**config.mk**
```make
export PLATFORM = sky130hd
export DESIGN_NAME = frag_minhash
export DESIGN_NICKNAME = d
export VERILOG_FILES = /design/src/rtl/frag_minhash.sv
export SDC_FILE = /design/constraint.sdc
export NUM_CORES = 1
export LEC_CHECK = 0
export CORE_UTILIZATION = 33
export DETAILED_ROUTE_END_ITERATION = 7
export GPL_TIMING_DRIVEN = 1
export PLACE_DENSITY = 0.53
export SYNTH_ARGS = -nofsm -noshare
export SYNTH_HDL_FRONTEND = slang
export SYNTH_SLANG_ARGS = --single-unit
```
**constraint.sdc**
```tcl
create_clock -name clk -period 11.05 [get_ports clk]
set_input_delay 2.21 -clock clk [delete_from_list [all_inputs] [get_ports clk]]
set_output_delay 2.21 -clock clk [all_outputs]
set_load 0.01 [all_outputs]
```
**src/rtl/frag_minhash.sv**
```systemverilog
// MinHash signature generator: per-lane multiply-add hashes over a stream of
// 2-bit-per-base fragments, one signature (lane minima + fragment count) per window.
module frag_minhash #(
   parameter int                   FRAG_LEN  = 16,
   parameter int                   HASH_BITS = 16,
   parameter int                   NUM_HASH  = 4,
   parameter logic [HASH_BITS-1:0] MULT_BASE = 16'h9E37,
   parameter int                   MULT_STEP = 2,
   parameter logic [HASH_BITS-1:0] SEED_BASE = 16'h1234,
   parameter logic [HASH_BITS-1:0] SEED_STEP = 16'h0101,
   parameter int                   CNT_BITS  = 16
) (
   input  logic                          clk,
   input  logic                          rst_n,
   input  logic                          in_valid,
   input  logic [FRAG_LEN-1:0]           in_frag,
   input  logic                          in_last,
   output logic                          in_ready,
   output logic                          sig_valid,
   output logic [NUM_HASH*HASH_BITS-1:0] sig_data,
   output logic [CNT_BITS-1:0]           sig_count,
   input  logic                          sig_ready,
   output logic                          busy
);

   logic                                en;
   logic                                s1_valid_reg;
   logic                                s1_last_reg;
   logic [FRAG_LEN-1:0]                 s1_frag_reg;
   logic [HASH_BITS-1:0]                x;
   logic [NUM_HASH-1:0][HASH_BITS-1:0]  hash;
   logic [NUM_HASH-1:0][HASH_BITS-1:0]  min_reg;
   logic [NUM_HASH-1:0][HASH_BITS-1:0]  min_next;
   logic [NUM_HASH-1:0][HASH_BITS-1:0]  sig_data_reg;
   logic [CNT_BITS-1:0]                 count_reg;
   logic [CNT_BITS-1:0]                 count_next;
   logic [CNT_BITS-1:0]                 sig_count_reg;
   logic                                sig_valid_reg;

   // A pending signature that nobody takes freezes the whole pipeline.
   assign en       = ~sig_valid_reg | sig_ready;
   assign in_ready = en;

   generate
      if (FRAG_LEN >= HASH_BITS) begin : g_x_trunc
         assign x = s1_frag_reg[HASH_BITS-1:0];
      end else begin : g_x_ext
         assign x = {{(HASH_BITS-FRAG_LEN){1'b0}}, s1_frag_reg};
      end
   endgenerate

   genvar gi;
   generate
      for (gi = 0; gi < NUM_HASH; gi++) begin : g_lane
         localparam logic [HASH_BITS-1:0] MULT_I = MULT_BASE + HASH_BITS'(gi * MULT_STEP);
         localparam logic [HASH_BITS-1:0] SEED_I = SEED_BASE + HASH_BITS'(gi) * SEED_STEP;

         // Low half of the full product is all that survives the modulus.
         assign hash[gi]     = x * MULT_I + SEED_I;
         // Strict less-than: a tie keeps the existing minimum.
         assign min_next[gi] = (hash[gi] < min_reg[gi]) ? hash[gi] : min_reg[gi];
      end
   endgenerate

   assign count_next = (count_reg == {CNT_BITS{1'b1}}) ? count_reg : count_reg + 1'b1;

   always_ff @(posedge clk or negedge rst_n) begin
      if (!rst_n) begin
         s1_valid_reg  <= 1'b0;
         s1_last_reg   <= 1'b0;
         s1_frag_reg   <= '0;
         min_reg       <= '1;
         count_reg     <= '0;
         sig_data_reg  <= '0;
         sig_count_reg <= '0;
         sig_valid_reg <= 1'b0;
      end else if (en) begin
         s1_valid_reg <= in_valid;
         if (in_valid) begin
            s1_frag_reg <= in_frag;
            s1_last_reg <= in_last;
         end
         // With en high any pending signature is being taken, so sig_valid
         // simply follows whether a window closes this cycle.
         sig_valid_reg <= s1_valid_reg & s1_last_reg;
         if (s1_valid_reg) begin
            if (s1_last_reg) begin
               sig_data_reg  <= min_next;
               sig_count_reg <= count_next;
               min_reg       <= '1;
               count_reg     <= '0;
            end else begin
               min_reg   <= min_next;
               count_reg <= count_next;
            end
         end
      end
   end

   assign sig_valid = sig_valid_reg;
   assign sig_data  = sig_data_reg;
   assign sig_count = sig_count_reg;
   assign busy      = s1_valid_reg | (count_reg != '0) | sig_valid_reg;

endmodule

```
==> summary.txt, run 1 <==
Clock network
  • CTS tree: built
  • CTS HTree Levels: 4
  • Resized Gates After CTS: 0
  • Clock Sinks: approximately 180
  • Post-cts hold buffer count: 0
  • Clock root buffer: clkbuf_16
  • Setup Buffers After CTS: 0
  • Clock latency on the worst-skew pair: about 0.50 ns
  • Num CTS Buffers: 17
  • Clock slew at reported path FFs: ~0.08 ns
  • Clock buffer depth: 2

Flow run
  • Max_cap viols: 0

Global routing
  • Grt ovf: 0
  • Initial antenna violation count: 0
  • Number of global-route vias before repair: 14400
  • GRT Total Usage: 0.182
  • Largest net degree at the start of global routing: 96
  • First-pass GRT wire length: around 80000 um

Placed design
  • Port Buffer Count: around 100
  • GP Congestion: 0.874
  • DP Wirelength: between 30000 and 40000 um

Floorplanning
  • Chip width: 238 um
  • Rows: between 80 and 90
  • Core box area: approximately 55000 um^2
  • Die Y: ~240 um
  • I/O pins: 104
  • Initial core utilization: 0.334
  • Die footprint: 56500 um^2

Logic synthesis
  • Synth Area per Inst: between 9 and 10 um^2
  • Synth Instances: 1973
  • FF+latch count, synth: about 180
  • Sequential fraction of the synthesis area: 0.249
  • Yosys cell types: between 60 and 70
  • Post-synth design cell area: about 18000 um^2
  • Most used DFF post-synth: dfrtp_1
  • Post-synth ARST share: 1.00
  • Synth Net Count: 2419
  • Number of synthesized flops with an enable pin: 0
  • Synth Warn #: 0

Setup path
  • Crit-path max cell delay: 0.99 ns
  • CP arrival: 8.20 ns
  • Setup crit end kind: flop
  • WP data required: around 11 ns
  • Critical-path cell list: buf_4 > inv_1 > fa_1 > inv_1 > fa_1 > fa_1 > inv_1 > fa_1 > inv_1 > ha_1 > a2111o_1 > or3b_2 > nand2_1 > xnor2_1 > ha_1 > a21o_1 > a21o_1 > a21oi_1 > o21ai_0 > a21oi_4 > buf_4 > nor2_1 > a21oi_1 > o21ai_0
  • Crit path buffers/inverters: 6
  • Setup crit start kind: flop
  • Kind of critical path: reg2reg
  • Critical path's slowest cell: fa_1
  • CP max FO: 47
  • Delay-heaviest family, CP: adder cells

STA
  • RSZ-0062 raised after global routing: no
  • Final hold violation count: 0
  • Worst slew margin: 0.275
  • Fin crit share: 0.712
  • Slew Viols, Final: 0
  • Clock Skew: ~0.023 ns
  • Setup violations, final: 0
  • Min cycle time layout: between 7 and 8 ns
  • Worst Tran Pin Value: about 1.1 ns
  • Setup TNS Final: 0 ns
  • Maximum clock rate: ~0.13 GHz

Cells and area
  • Layout cells sized above 1: 0.0728
  • Total Nets Final: roughly 2500
  • Area grow syn2layout: 13.3%
  • Filler Cell Count: 5504
  • Commonest non-fill, non-tap cell in the layout: inv_1
  • Inserted Diodes: 0
  • FF/Latch Area: ~4600 um^2
  • Highest-count cells in the layout ignoring fill and taps: inv_1 (348), ha_1 (283), fa_1 (142), nand2_1 (131), dfrtp_1 (115)
  • Multi-input logic area: about 12000 um^2

Route
  • DRC: 0
  • Vias per cell: slightly below 5
  • DR WL/cell: roughly 18 um
  • ANT nets after route: 0
  • DR vias: between 10000 and 15000
  • 1st-iter DRT viols: approximately 600
  • WL final: 49100 um
  • DRT Pass-1 Iters: 5

Hold path
  • Worst hold-check path type: reg2reg

Outcome
  • Status: completed
[synth_stat cells, types with 34 or more instances]
cell	instances	area, um^2
xnor2_1	83	727
o22ai_1	39	244
ha_1	283	3540
nand2_1	133	499
o21ai_0	111	556
inv_1	349	1310
dfstp_2	64	1680
a21oi_1	89	445
dfrtp_1	115	2880
nor3_1	35	175
a22oi_1	37	278
fa_1	142	2840
a21o_1	34	255
clkbuf_1	65	244
nor2_1	107	402
[cell type report]
| cell class | instances | share of cell area |
|---|---|---|
| well taps | 748 | 0.0451 |
| clock inverters | 13 | 0.00825 |
| flip-flops and latches | 179 | 0.219 |
| inverters | 349 | 0.0631 |
| clock buffers | 19 | 0.0213 |
| multi-input cells | 1369 | 0.588 |
| repair buffers | 118 | 0.0552 |
[metrics by stage]
stage / instances / utilization / worst slack (ns) / instance area (um^2) / hold WS [ns]
floorplan: 1973 / - / 4.24 / 18300 / 0.479
CTS: 2795 / 0.378 / 3.12 / 20800 / 0.488
global placement: 2763 / 0.367 / 3.17 / 20200 / 0.463
detailed placement: 2763 / 0.367 / 3.14 / 20200 / 0.471
finish: 2795 / 0.378 / 3.19 / 20800 / 0.482
global route: 2795 / 0.378 / 2.68 / 20800 / 0.510
[layer usage]
layer | track usage | routed length [um] | vias up
li1 | - | - | 6737
met1 | 0.245 | 23300 | 6787
met2 | 0.303 | 23300 | 227
met3 | 0.0308 | 1760 | 47
met4 | 0.0457 | 753 | 0
met5 | 0 | 0 | -
[tightest hold or removal path, stage by stage, from the launching register on]
cell and delay, ns:
dfrtp_1 0.34, nand2_1 0.05, o21ai_0 0.06
[worst paths after layout]
check	start	to	slack, ns	cells past startpoint
min in group asynchronous	rst_n	count_reg[13]	1.69	1
max	s1_frag_reg[0]	sig_data[29]	3.19	24
min reg2reg	sig_data[6]	sig_data[6]	0.48	2
max in group asynchronous	rst_n	sig_data[31]	7.28	3
min	sig_data[6]	sig_data[6]	0.48	2
max reg2reg	s1_frag_reg[0]	sig_data[29]	3.19	24
[kinds of logic after synthesis]
kind of cell	after synthesis	synth area share
xor+xnor	116	0.0570
buf+inv	425	0.0877
flops	179	0.249
fa+ha+maj	425	0.348
compound gates	409	0.140
mux	45	0.0257
simple gates	374	0.0926
Power of run 1 is not shown: default switching activity piles up to over one toggle a cycle in this logic, so the estimate is an artifact.
==> run 2, diff against run 1 <==
Settings changed: PLACE_DENSITY 0.53 to 0.55.
Clock period 11.05 ns to 6.4 ns, I/O delays scaled along.
==> summary.txt, run 2 (same netlist as run 1, synthesis figures left out) <==
Clock network
  • CTS HTree Levels: 4 (unchanged)
  • Clock Sinks: 179 (unchanged)
  • Clock root buffer: clkbuf_16
  • CTS tree: built
  • Clock buffer depth: 2 (unchanged)
  • Num CTS Buffers: 17 (unchanged)
  • Clock latency on the worst-skew pair: 0.51 ns (about the same)
  • Clock slew at reported path FFs: 0.08 ns (about the same)

Route
  • DRC: 1 (+1)
  • WL final: 51100 um (+4.1%)
  • 1st-iter DRT viols: 933 (+56%)
  • Vias per cell: 4.94 (about the same)
  • DR WL/cell: 17.2 um (-2.2%)
  • DRT Pass-1 Iters: 7 (+2)
  • DR vias: 14700 (+6.4%)
  • ANT nets after route: 0 (unchanged)

Flow run
  • Max_cap viols: 0 (unchanged)

Setup path
  • FF-to-FF Start: s1_frag_reg[5]
  • Worst r2r dst: sig_data[27]
  • Critical path's slowest cell: fa_1
  • CP arrival: 6.62 ns (-1.58 ns)
  • Reg-to-reg setup timing slack: 0.15 ns (-3.04 ns)
  • Setup crit start kind: flop
  • Delay-heaviest family, CP: adder cells
  • Crit-path max cell delay: 0.53 ns (-0.46 ns)
  • Reg2reg path depth: 29 (+21%)
  • Crit path buffers/inverters: 10 (+4)
  • CP max FO: 10 (-79%)
  • Kind of critical path: reg2reg
  • Setup crit end kind: flop
  • WP data required: 6.76 ns (-4.62 ns)

Hold path
  • Worst hold path endpoint: sig_data[11]
  • Hold depth: 2 (unchanged)
  • Worst hold-check path type: reg2reg
  • Hold Crit Start: sig_data[11]

STA
  • Worst Tran Pin Value: 1.18 ns (+0.0970 ns)
  • Setup TNS Final: 0 ns (unchanged)
  • Final hold violation count: 0 (unchanged)
  • Worst slew margin: 0.210 (-0.0648)
  • Min cycle time layout: 6.25 ns (-1.61 ns)
  • Clock Skew: 0.0241 ns (+0.00118 ns)
  • Fin crit share: 0.977 (+0.266)
  • Setup violations, final: 0 (unchanged)
  • Slew Viols, Final: 0 (unchanged)
  • Maximum clock rate: 0.160 GHz (+26%)

Cells and area
  • Filler Cell Count: 5299 (-3.7%)
  • Layout cells sized above 1: 0.213 (+0.141)
  • Highest-count cells in the layout ignoring fill and taps: inv_1 (330), ha_1 (246), buf_4 (165), fa_1 (138), nand2_1 (127)
  • Total Nets Final: 2660 (+7.3%)
  • Area grow syn2layout: 26.7%
  • Design area: 23200 um^2 (+12%)
  • Commonest non-fill, non-tap cell in the layout: inv_1
  • Final Instance Count excl. Fillers: 2975 (+6.4%)
  • Inserted Diodes: 0 (unchanged)

Floorplanning
  • Initial core utilization: 0.334 (unchanged)
  • I/O pins: 104 (unchanged)
  • Chip width: 238 um (unchanged)
  • Die footprint: 56500 um^2 (unchanged)
  • Core box area: 55000 um^2 (unchanged)
  • Die Y: 238 um (unchanged)
  • Rows: 86 (unchanged)

Placed design
  • DP Wirelength: 39300 um (+3.0%)
  • Port Buffer Count: 103 (unchanged)
  • GP Congestion: 0.873 (-0.16%)
  • Cell total after placement: 2908 (+5.2%)
  • Placed cell area: 21300 um^2 (+5.7%)

Global routing
  • GRT Total Usage: 0.182 (-0.000377)
  • Number of global-route vias before repair: 15000 (+3.8%)
  • Grt ovf: 0 (unchanged)
  • Grt peak-use layer: met2
  • Largest net degree at the start of global routing: 101 (+5.2%)
  • First-pass GRT wire length: 80200 um (+0.33%)
  • Met3 GRT Util: 0.0318 (+0.00105)
  • GRT met2 Usage: 0.307 (+0.00470)
  • Met1 Resource Use GR: 0.236 (-0.00959)
  • Initial antenna violation count: 1 (+1)

Outcome
  • Status: complete, but fails checks
  • Failing checks: design-rule violations
## run 2: changes by cell type in the layout (fill, tap and decap cells not counted), moves of 19 or more
cell	before	now
buf_4	15	165
ha_1	283	246
ha_4	0	30
buf_6	0	19
## run 2: layout make-up
type,instances,area (um^2),area share
inverters,349,1310,0.0564
multi-input cells,1369,13100,0.565
repair buffers,298,2720,0.117
clock inverters,12,123,0.00527
well taps,748,936,0.0403
clock buffers,20,447,0.0192
flip-flops and latches,179,4570,0.197
## run 2: routing by layer
metal	share of wire	vias up	routed length, um
met1	0.45	7229	23000
met5	0.00025	-	13
met2	0.49	306	25000
met4	0.019	2	987
met3	0.042	60	2120
li1	-	7088	-
## run 2: worst reg2reg max path: cells and delay by family, from the launching register on
| kind | cells | cell delay, ns |
|---|---|---|
| AND/OR/NAND/NOR | 3 | 0.63 |
| buffers and inverters | 10 | 1.10 |
| adder cells (fa/ha/maj) | 8 | 2.64 |
| XOR/XNOR | 1 | 0.16 |
| AO/OA/AOI/OAI | 7 | 1.17 |
| flip-flops | 1 | 0.41 |
## run 2: what timing repair did
item                                    in CTS  in global routing
pin swaps                                    7                 70
buffers inserted                             4                 25
cloned                                       2                  4
hold buffers                                 0                  0
endpoints found under the setup margin     111                128
resized for setup                           39                167
## run 2: how the worst max path moves through the flow
stage	endpoint	start	cells past startpoint	slack, ns
finish	sig_data[27]	s1_frag_reg[5]	29	0.15
global placement	sig_data[54]	s1_frag_reg[10]	24	-0.12
detailed placement	sig_data[48]	s1_frag_reg[10]	23	-0.19
CTS	sig_data[63]	s1_frag_reg[8]	28	-0.0001
global route	sig_data[27]	s1_frag_reg[9]	24	-0.12
floorplan	sig_data[30]	s1_frag_reg[1]	26	-0.004
## run 2: through the flow
stage | setup WS, ns | hold slack (ns) | utilization
after CTS | -0.000107 | 0.484 | 0.402
after detailed placement | -0.185 | 0.466 | 0.388
final | 0.145 | 0.477 | 0.423
after global routing | -0.116 | 0.503 | 0.423
after floorplan | -0.00397 | 0.479 | -
after global placement | -0.115 | 0.463 | 0.388
Power of run 2 is left out for the same reason.
